[config.mk]
export PLATFORM = sky130hd
export DESIGN_NAME = reg_wb_scoreboard
export DESIGN_NICKNAME = d
export VERILOG_FILES = /design/src/rtl/reg_wb_scoreboard.sv
export SDC_FILE = /design/constraint.sdc
export NUM_CORES = 1
export LEC_CHECK = 0
export ABC_CLOCK_PERIOD_IN_PS = 3100
export BUFFER_PORTS_ARGS = -buffer_cell sky130_fd_sc_hd__buf_4
export CAP_MARGIN = 20
export CORE_MARGIN = 3
export CORE_UTILIZATION = 50
export CTS_BUF_LIST = sky130_fd_sc_hd__clkbuf_2
export DETAILED_ROUTE_END_ITERATION = 8
export GPL_TIMING_DRIVEN = 0
export PLACE_DENSITY = 0.72
export SYNTH_ARGS = -nofsm -noshare
export SYNTH_HDL_FRONTEND = slang
export SYNTH_SLANG_ARGS = --single-unit
export TNS_END_PERCENT = 30
[constraint.sdc]
create_clock -name clk -period 3.1 [get_ports clk]
set_input_delay 0.155 -clock clk [delete_from_list [all_inputs] [get_ports clk]]
set_output_delay 0.155 -clock clk [all_outputs]
set_load 0.02 [all_outputs]
[src/rtl/reg_wb_scoreboard.sv]
// Register writeback scoreboard: per-register pending-write counters that gate issue on RAW/WAW hazards.
// Optional SCOREBOARD_WB_BYPASS_EN lets a same-cycle writeback clear hazards before they reach issue_ready.
module reg_wb_scoreboard #(
  parameter int NUM_REGS    = 32,
  parameter int CNT_W       = 2,
  parameter int STALL_CNT_W = 16
) (
  input  logic                   clk,
  input  logic                   rst_n,
  input  logic                   issue_valid,
  output logic                   issue_ready,
  input  logic [4:0]             issue_rs1,
  input  logic                   issue_rs1_used,
  input  logic [4:0]             issue_rs2,
  input  logic                   issue_rs2_used,
  input  logic [4:0]             issue_rd,
  input  logic                   issue_rd_wen,
  input  logic                   wb_valid,
  input  logic [4:0]             wb_rd,
  input  logic                   flush,
  output logic [NUM_REGS-1:0]    busy_vec,
  output logic [STALL_CNT_W-1:0] stall_count,
  output logic                   wb_underflow
);

  localparam logic [CNT_W-1:0]       PEND_MAX  = '1;
  localparam logic [CNT_W-1:0]       PEND_ONE  = CNT_W'(1);
  localparam logic [STALL_CNT_W-1:0] STALL_MAX = '1;
  localparam logic [STALL_CNT_W-1:0] STALL_ONE = STALL_CNT_W'(1);

  logic [CNT_W-1:0]       pend_r [NUM_REGS];
  logic [STALL_CNT_W-1:0] stall_count_r;
  logic                   wb_underflow_r;

  logic [CNT_W-1:0]    rs1_pend_s, rs2_pend_s, rd_pend_s, wb_pend_s;
  logic                raw_s, waw_full_s, ready_s, fire_s, underflow_set_s;
  logic [NUM_REGS-1:0] inc_s, dec_s, busy_s;

  // Index 0 and indices beyond NUM_REGS read as an idle register.
  function automatic logic [CNT_W-1:0] pend_of(input logic [4:0] idx);
    logic [CNT_W-1:0] p;
    p = '0;
    for (int r = 1; r < NUM_REGS; r++) begin
      p = (idx == 5'(r)) ? pend_r[r] : p;
    end
    return p;
  endfunction

  function automatic logic [CNT_W-1:0] hazard_pend(input logic [4:0] idx);
    logic [CNT_W-1:0] p;
    p = pend_of(idx);
`ifdef SCOREBOARD_WB_BYPASS_EN
    p = (wb_valid && wb_rd == idx && idx != 5'd0 && p != '0) ? p - PEND_ONE : p;
`endif
    return p;
  endfunction

  // Hazard detection and issue handshake.
  always_comb begin
    wb_pend_s  = pend_of(wb_rd);
    rs1_pend_s = hazard_pend(issue_rs1);
    rs2_pend_s = hazard_pend(issue_rs2);
    rd_pend_s  = hazard_pend(issue_rd);
    raw_s      = (issue_rs1_used && issue_rs1 != 5'd0 && rs1_pend_s != '0) ||
                 (issue_rs2_used && issue_rs2 != 5'd0 && rs2_pend_s != '0);
    waw_full_s = issue_rd_wen && issue_rd != 5'd0 && rd_pend_s == PEND_MAX;
    ready_s    = !raw_s && !waw_full_s && !flush;
    fire_s     = issue_valid && ready_s;
    underflow_set_s = wb_valid && wb_rd != 5'd0 && wb_pend_s == '0 && !flush;
  end

  // Per-register increment/decrement requests and busy decode.
  always_comb begin
    inc_s  = '0;
    dec_s  = '0;
    busy_s = '0;
    for (int r = 1; r < NUM_REGS; r++) begin
      inc_s[r]  = fire_s && issue_rd_wen && issue_rd == 5'(r);
      dec_s[r]  = wb_valid && wb_rd == 5'(r) && pend_r[r] != '0;
      busy_s[r] = pend_r[r] != '0;
    end
  end

  // Pending-write counters; flush wins over issue and writeback.
  always_ff @(posedge clk or negedge rst_n) begin
    if (!rst_n) begin
      for (int r = 0; r < NUM_REGS; r++) pend_r[r] <= '0;
    end else begin
      pend_r[0] <= '0;
      for (int r = 1; r < NUM_REGS; r++) begin
        if (flush)                     pend_r[r] <= '0;
        else if (inc_s[r] && !dec_s[r]) pend_r[r] <= pend_r[r] + PEND_ONE;
        else if (dec_s[r] && !inc_s[r]) pend_r[r] <= pend_r[r] - PEND_ONE;
        else                           pend_r[r] <= pend_r[r];
      end
    end
  end

  // Saturating stall counter and sticky underflow flag.
  always_ff @(posedge clk or negedge rst_n) begin
    if (!rst_n) begin
      stall_count_r  <= '0;
      wb_underflow_r <= 1'b0;
    end else begin
      if (issue_valid && !ready_s && stall_count_r != STALL_MAX)
        stall_count_r <= stall_count_r + STALL_ONE;
      else
        stall_count_r <= stall_count_r;
      wb_underflow_r <= wb_underflow_r || underflow_set_s;
    end
  end

  assign issue_ready  = ready_s;
  assign busy_vec     = busy_s;
  assign stall_count  = stall_count_r;
  assign wb_underflow = wb_underflow_r;

endmodule

* Yosys cells after proc, flatten, opt, wreduce, memory -nomap -nowiden
Index checks and enable logic that the tools add are counted.
Cells by class: mux-type cells 217, eq/ne operators 126, add/subtract/negate cells 63, reduce and logical (&&, ||, !) cells 307
Operators by type and width (number):
- 2-bit 2-to-1 mux | 217
- 5-bit equality test (second input constant) | 64
- 1-bit logical AND | 170
- 5-bit by 4-bit equality test with 1-bit output (second input constant) | 32
- 3-bit nonzero test | 31
- 5-bit by 3-bit equality test with 1-bit output (second input constant) | 16
- 1-bit zero test | 66
- 2-bit nonzero test | 33
- 2-bit by 1-bit adder with 2-bit output (second input constant) | 31
- 2-bit by 1-bit subtractor with 2-bit output (second input constant) | 31
- 5-bit by 2-bit equality test with 1-bit output (second input constant) | 8
- 5-bit by 1-bit equality test with 1-bit output (second input constant) | 4
- 5-bit nonzero test | 4
- 16-bit by 1-bit adder with 16-bit output (second input constant) | 1
- 16-bit inequality test (second input constant) | 1
- 2-bit equality test (second input constant) | 1
- 2-bit zero test | 1
- 1-bit logical OR | 2
Storage, ports and cells: register bits 79, output and inout bits 50, input bits 28

* Logic depth before layout (Yosys ltp)
depth after elaboration 46, mapped depth 15

* Worst setup path after synthesis
OpenSTA, ideal clock, no wires.
path kind register to register, start point register pend_r[59] (netlist name), end point register pend_r[16] (netlist name), cell stages (with the launch flop) 10, slack 0.331 ns, library setup time 0.127 ns, arrival 2.642 ns, path through dfrtp_1 > mux2_4 > a221oi_2 > a2111oi_0 > o32a_1 > o31a_1 > a41oi_2 > nand4_2 > or3_1 > mux2_1
Between the ends: word-level cells in the longest chain between the ends 42
RTL lines:
- start: declaration | line 31 | logic [CNT_W-1:0] pend_r [NUM_REGS];
- start signal: indexed assignment | line 92 | else if (inc_s[r] && !dec_s[r]) pend_r[r] <= pend_r[r] + PEND_ONE;
- start signal: indexed assignment | line 93 | else if (dec_s[r] && !inc_s[r]) pend_r[r] <= pend_r[r] - PEND_ONE;
- start signal: indexed assignment | line 94 | else pend_r[r] <= pend_r[r];
- 2-bit 2-to-1 mux (30 in a row) | line 44 | p = (idx == 5'(r)) ? pend_r[r] : p;
- 2-bit nonzero test (on tied branches) | line 64, 65
- 1-bit logical AND (on tied branches) | line 64, 65
- 1-bit logical OR | line 64 | raw_s = (issue_rs1_used && issue_rs1 != 5'd0 && rs1_pend_s != '0) ||
- 1-bit zero test | line 67 | ready_s = !raw_s && !waw_full_s && !flush;
- 1-bit logical AND (*) (2 in a row) | line 67
- 1-bit logical AND (*) | line 68 | fire_s = issue_valid && ready_s;
- 1-bit logical AND (*) (2 in a row) | line 78 | inc_s[r] = fire_s && issue_rd_wen && issue_rd == 5'(r);
- 1-bit logical AND / 1-bit zero test (equally long branches) | line 92, 93
- 2-bit 2-to-1 mux / 1-bit logical AND (equally long branches) | line 92, 93
- 2-bit 2-to-1 mux / 3-bit nonzero test (equally long branches)
Mark *: on every way between the ends. The rest lies on a longest branch, timed or not. A chain may end at the register's enable or synchronous reset.

* Worst setup path after layout
start point register pend_r[43] (netlist name), end point register pend_r[18] (netlist name)
Between the ends: word-level cells in the longest chain between the ends 34
RTL lines (line):
- 2-bit 2-to-1 mux (22 in a row) | 44
- 2-bit nonzero test (on tied branches) | 64, 65
- 1-bit logical AND (on tied branches) | 64, 65
- 1-bit logical OR | 64
- 1-bit zero test | 67
- 1-bit logical AND (*) (2 in a row) | 67
- 1-bit logical AND (*) | 68
- 1-bit logical AND (*) (2 in a row) | 78
- 1-bit logical AND / 1-bit zero test (equally long branches) | 92, 93
- 2-bit 2-to-1 mux / 1-bit logical AND (equally long branches) | 92, 93
- 2-bit 2-to-1 mux / 3-bit nonzero test (equally long branches)
Marks and branches as above.

==> results.md <==
• **Tot GR Track Use** 42.6%
• **share of synthesized registers carrying an async set or reset** 100%
• **Avg Inst Size Synth** 7.45 sq um
• **Die Height** 135 microns
• **maximum number of pins on one net before global-route repair** 80
• **Clock Path Buffers** 2
• **worst skew pair latency** 590 ps
• **share of the synthesized area in the top cell type** 23.7%
• **vias in the first global route** 9361
• **stages on the worst setup path** 10
• **startpoint of the tightest hold check path** issue_rd[3]
• **critical path fanouts, max** 10
• **required arrival time at the worst endpoint** 3600 ps
• **routed via count divided by cell count** 7.14
• **Worst Hold Depth** 5
• **unrepaired setup endpoints after global routing** yes
• **worst flop-to-flop path startpoint** pend_r[43]
• **headroom to the max-slew limit** 28.0%
• **kind of start point of the critical path** flop
• **smallest hold slack** 90.8 ps
• **violations in the final reports** negative setup slack
• **cell accounting for the most synthesized area** dfrtp_1
• **full die area** 0.0183 sq mm
• **initial antenna violation count** 3
• **number of buffer cells added on primary ports** 71
• **destination of the worst register-to-register timing path** pend_r[18]
• **H-tree levels** 3
• **met3 WL** 5.86 mm
• **arrival time worst endpoint** 3890 ps
• **1st-pass router iterations** 6
• **io pins** 78
• **cell depth of the worst flop-to-flop path** 10
• **run status** finished with violations
• **worst setup slack after layout** -296 ps
• **area of the core region** 0.0161 sq mm
• **Post-Layout Inst Area** 0.00953 sq mm
• **layout-stage area growth over the synthesis result** 14.1%
• **endpoint with the worst hold slack** pend_r[19]
• **most frequent cell after synthesis** nand2_1
• **Setup Skew** 36.0 ps
• **final count of negative-setup-slack endpoints** 49
• **post-route DRC violation count** 0
• **Synthesis Warnings** 0
• **cell with the largest stage delay on the worst path** dfrtp_1
• **upper clock frequency limit** 0.294 GHz
• **Placed Area** 0.00916 sq mm
• **r2r setup slk** -300 ps
• **synth unique cells** 89
• **TritonCTS clock tree** built
• **Critical Setup Path Class** reg -> reg
• **count of maximum capacitance violations** 0
• **Post-synth EDFFs** 0
• **Post-layout nets** 1232
• **detailed-route wire length on metal 1** 14.3 mm
• **Cell Area, Synth** 0.00835 sq mm
• **leading post-synthesis cells by instance count** nand2_1 (103), dfrtp_1 (79), nor2_1 (78)
• **HPWL reported at the end of detailed placement** 28.5 mm
• **actual transition at the worst max-transition pin** 1070 ps
• **initial standard-cell utilization of the core** 51.8%
• **Leakage Power** 3.81 nW
• **final routed wirelength across all metal layers** 39.7 mm
• **number of CTS-inserted buffers** 9
• **cell chosen for the clock root** clkbuf_2
• **count of vias placed by the detailed router** 10.2k
• **synth top area cells** dfrtp_1 (24%), nand2_1 (4.6%), a21oi_1 (4.4%)
• **biggest cell delay along the critical path** 700 ps
• **power per unit of standard cell area** 261 mW/mm^2
• **uppermost metal layer occupied by signal nets** met5
• **cell-by-cell trace of the critical path** mux2_2 > a32o_1 > a21oi_1 > a211oi_1 > nor3_1 > o211a_1 > buf_4 > nand4_2 > or3_4 > mux2_1
• **sequential fraction of the synthesis area** 23.7%
• **Critical Path Sink Type** flop
• **worst IR drop on VDD** 0.437 mV
• **clock sinks** 79
• **clock input transition at the sequential cells of the worst setup and hold paths** 240 ps
• **final hold violation count** 0
• **Main synth FF type** dfrtp_1
• **pins over their slew limit** 0
• **total buffers and inverters traversed by the critical path** 1
• **number of DRC violations after detailed-routing iteration 0** 1312
• **family with the most delay on the worst path** simple AND/OR/NAND/NOR gates
• **GPL Wtd Cong** 1.11
• **first-pass GRT wire length** 58.3 mm
• **horizontal die dimension** 135 microns
• **Routed WL per cell** 27.9 microns
• **# rows** 46
• **shortest period the worst path allows** 3400 ps
• **Syn Inst Count** 1120
• **post-synthesis sequential element count** 79
• **classification of the worst-slack hold path** in -> reg
• **Met2 Routed Length** 15.9 mm
• **share of post-route cells with drive strength above 1** 19.6%
• **overall overflow remaining after global route** 0
• **count of nets left with antenna violations after detail routing** 0
• **final worst-path cycle share** 110%
• **total nets after synthesis** 1149
[how the worst max path moves through the flow]
| stage | slack, ps | from | end |
|---|---|---|---|
| 2_1_floorplan | 330 | pend_r[59] | pend_r[16] |
| 3_3_place_gp | -420 | pend_r[18] | pend_r[7] |
| 3_5_place_dp | -400 | pend_r[18] | pend_r[7] |
| 4_1_cts | -110 | pend_r[59] | issue_ready |
| 5_1_grt | -280 | pend_r[59] | issue_ready |
| 6_report | -300 | pend_r[43] | pend_r[18] |
[state kept, by name, indices dropped and copies added (netlist names)]
| register | count |
|---|---|
| stall_count | 16 |
| pend_r | 62 |
| wb_underflow | 1 |
[where the power goes]
group | internal (mW) | switching (mW) | total [mW]
Clock | 0.0991 | 0.414 | 0.514
Sequential | 1.07 | 0.0512 | 1.12
Combinational | 0.305 | 0.543 | 0.848
Total | 1.47 | 1.01 | 2.48
[logic make-up (layout without fill, tap and decap cells)]
| group | Yosys count | count (layout) | share of synthesized area, % |
|---|---|---|---|
| AND/OR/NAND/NOR | 506 | 506 | 32.6 |
| AO/OA/AOI/OAI | 337 | 337 | 28.1 |
| buffers and inverters | 131 | 218 | 6.92 |
| flip-flops | 79 | 79 | 23.7 |
| multiplexers | 49 | 49 | 6.82 |
| XOR/XNOR | 16 | 16 | 1.68 |
| adder cells (fa/ha/maj) | 1 | 1 | 0.150 |
| other | 1 | 2 | 0.0449 |
[routing by layer]
layer	global-route usage [%]	vias to the layer above
met4	28.5	2
met3	13.3	269
met5	0	-
met2	61.7	909
li1	-	4328
met1	54.2	4657
[cells in the final DEF, fill, tap and decap left out, types with 19 or more instances in the layout]
cell type / synthesis / layout
nand2_1: 103 / 103
buf_4: 5 / 84
nor2_1: 78 / 78
a21oi_1: 73 / 72
o21ai_0: 62 / 62
dfrtp_1: 79 / 57
clkbuf_1: 65 / 48
nand3_1: 47 / 47
nor3_1: 43 / 42
nor2b_1: 34 / 34
or2_2: 32 / 32
inv_1: 28 / 28
nand2b_1: 27 / 27
and2_1: 26 / 26
mux2i_1: 25 / 25
nor3b_1: 25 / 22
dfrtp_2: 0 / 22
buf_2: 21 / 21
nand4_1: 20 / 20
a31oi_1: 20 / 20
and3_1: 19 / 19
[worst register-to-register path, delay by kind of cell, from the launching register on]
family,cells,cell delay [ps]
simple gates,3,900
flops,1,700
buf+inv,1,160
mux,2,730
compound gates,4,830
[cell type report]
type	instances	area (sq um)
multi-input cells	910	5930
plain buffers	88	458
clock buffers	9	45.0
diodes	1	2.50
repair buffers	86	673
flip-flops and latches	79	2000
fillers	1552	6590
inverters	29	109
clock inverters	6	37.5
well taps	216	270
[per-stage QoR]
step | utilization (%) | cells | total power, mW | worst slack (ps) | TNS (ps)
2_1_floorplan | - | 1120 | 1.61 | 331 | 0
3_3_place_gp | 56.8 | 1407 | 1.91 | -415 | -18460
3_5_place_dp | 56.8 | 1408 | 1.91 | -400 | -18740
4_1_cts | 58.5 | 1421 | 2.45 | -112 | -1540
5_1_grt | 59.1 | 1424 | 2.59 | -278 | -8630
6_report | 59.1 | 1424 | 2.48 | -296 | -9150
[repair_timing]
action / in CTS / in global routing
setup endpoints to repair: 73 / 57
resized for setup: 46 / 11
hold endpoints to repair: 80 / 8
hold buffers: 2 / 1
pin swaps: 6 / 6
buffers inserted: 9 / 1
Power figures use the tool's default switching activity.
